`config.mk`:
```
export PLATFORM = sky130hd
export DESIGN_NAME = vec_mem_sequencer_flat
export DESIGN_NICKNAME = d
export VERILOG_FILES = /design/src/rtl/vec_pkg.sv /design/src/rtl/vec_mem_sequencer_if.sv /design/src/rtl/vec_mem_sequencer.sv /design/src/flat_wrapper.sv
export SDC_FILE = /design/constraint.sdc
export NUM_CORES = 2
export LEC_CHECK = 0
export BUFFER_PORTS_ARGS = -buffer_cell sky130_fd_sc_hd__buf_2
export CAP_MARGIN = 20
export CORE_AREA = 2 2 452 454
export CTS_CLUSTER_DIAMETER = 200
export CTS_CLUSTER_SIZE = 24
export DETAILED_ROUTE_END_ITERATION = 10
export DIE_AREA = 0 0 454 456
export GPL_ROUTABILITY_DRIVEN = 0
export PLACE_DENSITY = 0.46
export SLEW_MARGIN = 20
export SYNTH_ARGS = -nofsm -noshare
export SYNTH_HDL_FRONTEND = slang
export SYNTH_SLANG_ARGS = --single-unit
```
`constraint.sdc`:
```
create_clock -name CLK -period 78.7 [get_ports CLK]
set_clock_uncertainty 0.15 [all_clocks]
set_input_delay 19.675 -clock CLK [delete_from_list [all_inputs] [get_ports CLK]]
set_output_delay 19.675 -clock CLK [all_outputs]
set_load 0.05 [all_outputs]
```
`src/rtl/vec_pkg.sv`:
```
// Shared types and constants for the vector memory sequencer.
package vec_pkg;

    localparam int LANES  = 16;
    localparam int WORD_W = 32;
    localparam int LANE_W = $clog2(LANES);

    localparam logic [LANE_W-1:0] LANE_LAST = LANE_W'(LANES - 1);

    typedef logic [LANES-1:0][WORD_W-1:0] vec_t;

    typedef enum logic [1:0] {
        IDLE  = 2'd0,
        STORE = 2'd1,
        LOAD  = 2'd2,
        DONE  = 2'd3
    } state_e;

endpackage

```
`src/rtl/vec_mem_sequencer_if.sv`:
```
// Word-wide memory port between the vector sequencer (master) and memory (slave).
interface vec_mem_sequencer_if;
    import vec_pkg::*;

    logic [WORD_W-1:0] MemAddr;
    logic [WORD_W-1:0] MemWData;
    logic              MemWE;
    logic              MemRE;
    logic [WORD_W-1:0] MemRData;
    logic              MemReady;

    modport master (
        output MemAddr, MemWData, MemWE, MemRE,
        input  MemRData, MemReady
    );

    modport slave (
        input  MemAddr, MemWData, MemWE, MemRE,
        output MemRData, MemReady
    );

endinterface

```
`src/rtl/vec_mem_sequencer.sv`:
```
// Breaks one 16-lane vector load/store into sequential word accesses on a
// single memory port, stalling the execute stage until the vector is done.
module vec_mem_sequencer
    import vec_pkg::*;
(
    input  logic                 CLK,
    input  logic                 RST,
    input  logic                 ReqValidE,
    input  logic                 MemWriteE,
    input  logic                 MemtoRegE,
    input  logic [31:0]          BaseAddrE,
    input  vec_t                 StoreDataE,
    input  logic [3:0]           WA3E,
    input  logic                 FlushE,
    vec_mem_sequencer_if.master  mem,
    output logic                 StallE,
    output vec_t                 LoadDataM,
    output logic                 LoadValidM,
    output logic [3:0]           WA3M
);

    state_e             state_q,     state_d;
    logic [LANE_W-1:0]  lane_q,      lane_d;
    logic [31:0]        base_q,      base_d;
    vec_t               store_q,     store_d;
    logic [3:0]         wa3_q,       wa3_d;
    vec_t               load_data_q, load_data_d;
    logic               load_done_q, load_done_d;
    logic [31:0]        mem_addr_q,  mem_addr_d;
    logic [31:0]        mem_wdata_q, mem_wdata_d;
    logic               mem_we_q,    mem_we_d;
    logic               mem_re_q,    mem_re_d;
    logic               accept;

    // A request is taken only from IDLE, only if it is a real access, and never under flush.
    assign accept = (state_q == IDLE) && ReqValidE && !FlushE && (MemWriteE || MemtoRegE);

    // Next-state, lane/capture registers and the registered memory-port values.
    always_comb begin
        // NOTE: every variable gets a default first so no path leaves it unassigned (no latch).
        state_d     = state_q;
        lane_d      = lane_q;
        base_d      = base_q;
        store_d     = store_q;
        wa3_d       = wa3_q;
        load_data_d = load_data_q;
        load_done_d = 1'b0;

        unique case (state_q)
            IDLE: begin
                if (accept) begin
                    state_d = MemWriteE ? STORE : LOAD;
                    base_d  = BaseAddrE;
                    store_d = StoreDataE;
                    wa3_d   = WA3E;
                    lane_d  = '0;
                end
            end
            STORE, LOAD: begin
                // Flush beats a same-cycle acknowledge: the loaded word is dropped.
                if (FlushE) begin
                    state_d = IDLE;
                end else if (mem.MemReady) begin
                    if (state_q == LOAD) load_data_d[lane_q] = mem.MemRData;
                    if (lane_q == LANE_LAST) begin
                        state_d     = DONE;
                        load_done_d = (state_q == LOAD);
                    end else begin
                        lane_d = lane_q + 1'b1;
                    end
                end
            end
            DONE:    state_d = IDLE;
            default: state_d = IDLE;
        endcase

        // Port values are derived from the next-cycle state so they leave a flop directly.
        mem_addr_d  = base_d + {{(32 - LANE_W - 2){1'b0}}, lane_d, 2'b00};
        mem_wdata_d = store_d[lane_d];
        mem_we_d    = (state_d == STORE);
        mem_re_d    = (state_d == LOAD);
    end

    // State and datapath registers, cleared asynchronously.
    always_ff @(posedge CLK or posedge RST) begin
        if (RST) begin
            state_q     <= IDLE;
            lane_q      <= '0;
            base_q      <= '0;
            store_q     <= '0;
            wa3_q       <= '0;
            // NOTE: the load vector is architecturally visible, so it is reset like any other flop.
            load_data_q <= '0;
            load_done_q <= 1'b0;
            mem_addr_q  <= '0;
            mem_wdata_q <= '0;
            mem_we_q    <= 1'b0;
            mem_re_q    <= 1'b0;
        end else begin
            // NOTE: non-blocking assignments keep every register sampling pre-edge values.
            state_q     <= state_d;
            lane_q      <= lane_d;
            base_q      <= base_d;
            store_q     <= store_d;
            wa3_q       <= wa3_d;
            load_data_q <= load_data_d;
            load_done_q <= load_done_d;
            mem_addr_q  <= mem_addr_d;
            mem_wdata_q <= mem_wdata_d;
            mem_we_q    <= mem_we_d;
            mem_re_q    <= mem_re_d;
        end
    end

    assign mem.MemAddr  = mem_addr_q;
    assign mem.MemWData = mem_wdata_q;
    assign mem.MemWE    = mem_we_q;
    assign mem.MemRE    = mem_re_q;

    // Stall while busy or while accepting; the pipeline may advance during DONE.
    assign StallE     = (state_q == STORE) || (state_q == LOAD) || accept;
    assign LoadDataM  = load_data_q;
    // A flush in the DONE cycle cancels the writeback.
    assign LoadValidM = load_done_q && !FlushE;
    assign WA3M       = wa3_q;

endmodule

```
`src/flat_wrapper.sv`:
```
// flat-port wrapper written by rule: the top's interface ports become plain ports
module vec_mem_sequencer_flat import vec_pkg::*;
  (CLK, RST, ReqValidE, MemWriteE, MemtoRegE, BaseAddrE, StoreDataE, WA3E, FlushE, StallE, LoadDataM, LoadValidM, WA3M, mem_MemAddr, mem_MemWData, mem_MemWE, mem_MemRE, mem_MemRData, mem_MemReady);
  vec_mem_sequencer_if mem_i ();
  input  logic CLK;
  input  logic RST;
  input  logic ReqValidE;
  input  logic MemWriteE;
  input  logic MemtoRegE;
  input  logic [31:0] BaseAddrE;
  input  vec_t StoreDataE;
  input  logic [3:0] WA3E;
  input  logic FlushE;
  output logic StallE;
  output vec_t LoadDataM;
  output logic LoadValidM;
  output logic [3:0] WA3M;
  output wire logic [$bits(mem_i.MemAddr)-1:0] mem_MemAddr;
  output wire logic [$bits(mem_i.MemWData)-1:0] mem_MemWData;
  output wire logic [$bits(mem_i.MemWE)-1:0] mem_MemWE;
  output wire logic [$bits(mem_i.MemRE)-1:0] mem_MemRE;
  input wire logic [$bits(mem_i.MemRData)-1:0] mem_MemRData;
  input wire logic [$bits(mem_i.MemReady)-1:0] mem_MemReady;
  assign mem_MemAddr = mem_i.MemAddr;
  assign mem_MemWData = mem_i.MemWData;
  assign mem_MemWE = mem_i.MemWE;
  assign mem_MemRE = mem_i.MemRE;
  assign mem_i.MemRData = mem_MemRData;
  assign mem_i.MemReady = mem_MemReady;
  vec_mem_sequencer u_core (.CLK(CLK), .RST(RST), .ReqValidE(ReqValidE), .MemWriteE(MemWriteE), .MemtoRegE(MemtoRegE), .BaseAddrE(BaseAddrE), .StoreDataE(StoreDataE), .WA3E(WA3E), .FlushE(FlushE), .mem(mem_i), .StallE(StallE), .LoadDataM(LoadDataM), .LoadValidM(LoadValidM), .WA3M(WA3M));
endmodule
```
# [Word level (Yosys, flattened, before mapping)]
# Index checks and enable logic that the tools add are counted.
[totals] regBits=1133 latchBits=0 ram_bits=0 romBits=0 input_bits=587 output_inout_bits=584 n_memories=0
[op_classes] addsub=2 multipliers=0 div=0 order_cmp=3 eq_ne=6 shifts=0 mux=24 n_bitwise=1 n_reduce_logical=13
[op_table] operator="$mux 512" n=2
[op_table] operator="$bwmux 512" n=1
[op_table] operator="$bmux 32 s4" n=1
[op_table] operator="$demux 32 s4" n=1
[op_table] operator="$mux 32" n=4
[op_table] operator="$add 32x6->32" n=1
[op_table] operator="$mux 4" n=4
[op_table] operator="$lt 4x5->1 const B" n=2
[op_table] operator="$mux 2" n=5
[op_table] operator="$pmux 4 s2" n=1
[op_table] operator="$eq 2x2->1 const B" n=3
[op_table] operator="$pmux 2 s3" n=1
[op_table] operator="$logic_and 1x1->1" n=5
[op_table] operator="$add 4x1->4 const B" n=1
[op_table] operator="$eq 2x1->1 const B" n=2
[op_table] operator="$eq 4x4->1 const B" n=1
[op_table] operator="$ge 4x1->1 const B" n=1
[op_table] operator="$mux 1" n=4
[op_table] operator="$reduce_and 4->1" n=1
[op_table] operator="$logic_or 1x1->1" n=3
[op_table] operator="$logic_not 2->1" n=1
[op_table] operator="$reduce_and 2->1" n=1
[op_table] operator="$reduce_or 2->1" n=1
[op_table] operator="$logic_not 1->1" n=1
[op_table] operator="$not 1->1" n=1

# [Depth between registers and ports, before layout]
[logic_depth] depth_word=8 ltp_mapped=19

# [Worst setup path before layout]
# OpenSTA, ideal clock, no wires.
[synth_path] kind="input -> output" from="in MemtoRegE" to="out StallE" t_arrival_ns=21.679 t_required_ns=58.875 setup_slack_ns=37.196 stages=8 path_cell_list="nor2_1 or4b_4 buf_2 clkbuf_1 clkbuf_1 buf_1 buf_1 nand2_1"
[synth_via] elab_chain_len=3
[synth_lines] item="start: declaration" line="flat_wrapper.sv:9" text="input logic MemtoRegE;"
[synth_lines] item="$logic_or 1x1->1" line="vec_mem_sequencer.sv:36" text="assign accept = (state_q == IDLE) && ReqValidE && !FlushE && (MemWriteE || MemtoRegE);"
[synth_lines] item="$logic_and 1x1->1" line="vec_mem_sequencer.sv:36"
[synth_lines] item="$logic_or 1x1->1" line="vec_mem_sequencer.sv:121" text="assign StallE = (state_q == STORE) || (state_q == LOAD) || accept;"
[synth_lines] item="end: declaration" line="flat_wrapper.sv:14" text="output logic StallE;"
# Every way passes these cells.

# [Final worst setup path]
[layout_path] from="in ReqValidE" to="out StallE"
[layout_via] elab_chain_len=4
[layout_lines] item="start: declaration" line="flat_wrapper.sv:7" text="input logic ReqValidE;"
[layout_lines] item="$logic_and 1x1->1 (3 in a row)" line="vec_mem_sequencer.sv:36"
[layout_lines] item="$logic_or 1x1->1" line="vec_mem_sequencer.sv:121"
# Every way passes these cells.

==> results.md <==
* Status: finished, final reports clean
* Largest net degree at the start of global routing at 162
* First-pass GRT wire length at ~280000 um
* Slew HR at 0.301
* Die width at around 450 um
* Total power at between 0.0015 and 0.002 W
* Sink Count at around 1100
* Cts bufs inserted at 53
* Most frequent cells in the layout: 1256 x nand2_1, 1170 x buf_2, 1131 x dfrtp_1, 644 x mux2_2, 256 x o211ai_1
* RSZ-0062 raised after global routing: false
* Max Cap Viol at 0
* Setup TNS Final at 0 ps
* Total gr overflow at 0
* Seq/Total Area, Yosys at 0.600
* Finished Layout Cells at between 7000 and 8000
* Hold_buf cts at 0
* Final period util at 0.522
* Area contributors post-synth: dfrtp_1 60%, mux2_2 15%, nand2_1 10%, o211ai_1 4.1%, mux2i_1 3.0%
* Pre-antenna DRT Iters at 5
* EDFF count, synth at 0
* Worst Hold Class: reg -> reg
* Post-synthesis cell area at between 40000 and 50000 um^2
* Syn avg cell area at 11.6 um^2
* Nets at 5653
* Prevailing post-synth register cell: dfrtp_1
* Min Tclk post-route at 41100 ps
* CTS root buffer: clkbuf_16
* DP HPWL at 150000 um
* Crit. End Element: primary output
* Max Freq at 0.0243 GHz
* Commonest non-fill, non-tap cell in the layout: nand2_1
* CORE AREA at 202000 um^2
* Pwr per Cell Area at 32.9 nW/um^2
* Clock input transition at the sequential cells of the worst setup and hold paths at 90 ps
* Number of global-route vias before repair at about 35000
* Total wire length at approximately 200000 um
* Ys async rst share at 1.00
* Fillers at 21200
* Max Root-Sink Buffers at 3
* Pre-CTS setup slack at 37370 ps
* Ratio of cells with drive above 1 in the final layout at 0.389
* H-tree depth at 2
* Ys Warns at 0
* Required @ worst endpoint at slightly below 60000 ps
* Gr usage total at 0.190
* Crit Path Class: in -> out
* Final Setup Violations at 0
* Yosys top cell area share at 0.600
* Vias/cell at 4.52
* Synth unique cells at 46
* Fin worst setup slack at 37600 ps
* Post-route DRC violation count at 0
* Die ar. at 207000 um^2
* WP data arrival at 21270 ps
* WL/cell at 26.2 um
* Initial drt markers at 2474
* Syn nets at 4653
* Buffers on Ports at about 1200
* Least-Margin Pin Slew at 1040 ps
* Row count at 165
* Peak supply drop at 0.0268 mV
* Largest area contributor in the netlist: dfrtp_1
* Hold Fails Final Rpt at 0
* Die height at between 400 and 500 um
* Synthesis-to-finish area growth at 21.7%
* Setup bufs post-CTS at 0
* Dpl cells at 7670
* Max FO, Critical Path at 11
* Io pins at 1171
* PostCTS Resize Cnt at 0
* Final instance area at approximately 57000 um^2
* P_leak at 29.5 nW
* CTS tree: yes
* Placed cell areas at 55900 um^2
* #FFs+latches synth at 1131
* ANT nets after route at 0
* Initial antenna violation count at 99
* Initial Utilization at 0.234
* Post-synthesis cell count at 4053
* Slew Limit Fails at 0
* Vias at 35100
* Startpoint types: input pin
* Worst-Skew Late Latency at 720 ps
==> area by class of cell <==
cell class	count	area, um^2	area share
sequential	1131	28300	0.493
multi-input combinational	2611	17800	0.310
timing repair buffer	1233	6370	0.111
tap	2672	3340	0.0582
clock buffer	54	1330	0.0231
clock inverter	7	110	0.00192
inverter	23	101	0.00176
antenna	39	97.6	0.00170
==> layer usage <==
metal | global-route usage | share of wire
met5 | 0 | 0.0022
met4 | 0.0710 | 0.040
met3 | 0.0417 | 0.063
met2 | 0.333 | 0.50
met1 | 0.227 | 0.39
==> final timing paths <==
check | start | endpoint | slack [ps] | cells after the start
max | ReqValidE | StallE | 37600 | 5
min | u_core.store_q[246] | u_core.store_q[246] | 330 | 2
max reg2reg | u_core.lane_q[1] | u_core.mem.MemWData[20] | 73040 | 11
min reg2reg | u_core.store_q[246] | u_core.store_q[246] | 330 | 2
max in group asynchronous | RST | u_core.base_q[19] | 56200 | 5
min in group asynchronous | RST | u_core.LoadDataM[381] | 19010 | 2
==> state kept, by name (all words and copies together), names as in the netlist <==
signal	cells
u_core.mem.MemWData	32
u_core.store_q	512
u_core.WA3M	4
u_core.mem.MemRE	1
u_core.LoadDataM	512
u_core.state_q	2
u_core.base_q	32
u_core.load_done_q	1
u_core.mem.MemAddr	30
u_core.lane_q	4
u_core.mem.MemWE	1
==> stage by stage <==
stage	hold slack, ps	util
finish	330	0.285
CTS	332	0.284
detailed placement	307	0.277
floorplan	290	-
global route	341	0.285
global placement	303	0.277
==> cells in the mapped netlist, types with 2 or more instances <==
cell type,instances
nand2_1,1256
dfrtp_1,1131
mux2_2,645
o211ai_1,256
clkbuf_1,203
mux2i_1,141
nand3b_1,129
buf_1,43
nor2_1,33
and4_1,32
buf_2,26
inv_1,21
xnor2_1,21
and3_1,13
ha_1,12
nand3_1,12
buf_4,10
o21ai_0,7
buf_6,6
nand4_1,6
xor2_1,6
a21oi_1,5
a31oi_1,4
a211oi_1,3
a21o_1,3
and2_1,3
nor2b_1,3
nor3_1,3
nand2b_1,2
o21ai_1,2
==> cell families after synthesis <==
logic type / after synthesis / share of synthesized area
and+or+nand+nor: 1500 / 0.136
buffers and inverters: 311 / 0.0273
xor gates and xnor gates: 27 / 0.00501
AOI/OAI and AO/OA: 285 / 0.0447
muxes: 786 / 0.184
DFF: 1131 / 0.600
adders and majority gates: 13 / 0.00360
==> power breakdown <==
group | total [W] | internal (W) | leakage [nW] | switching, W
logic | 0.000756 | 0.000223 | 14.1 | 0.000533
registers | 0.000805 | 0.000751 | 14.7 | 0.0000544
clock network | 0.000327 | 0.000126 | 0.708 | 0.000201
==> critical path, stage by stage <==
cell,delay (ps)
buf_2,80
clkinv_1,320
or4b_4,760
nand2_1,130
buf_2,270
(Power assumes the default switching activity.)
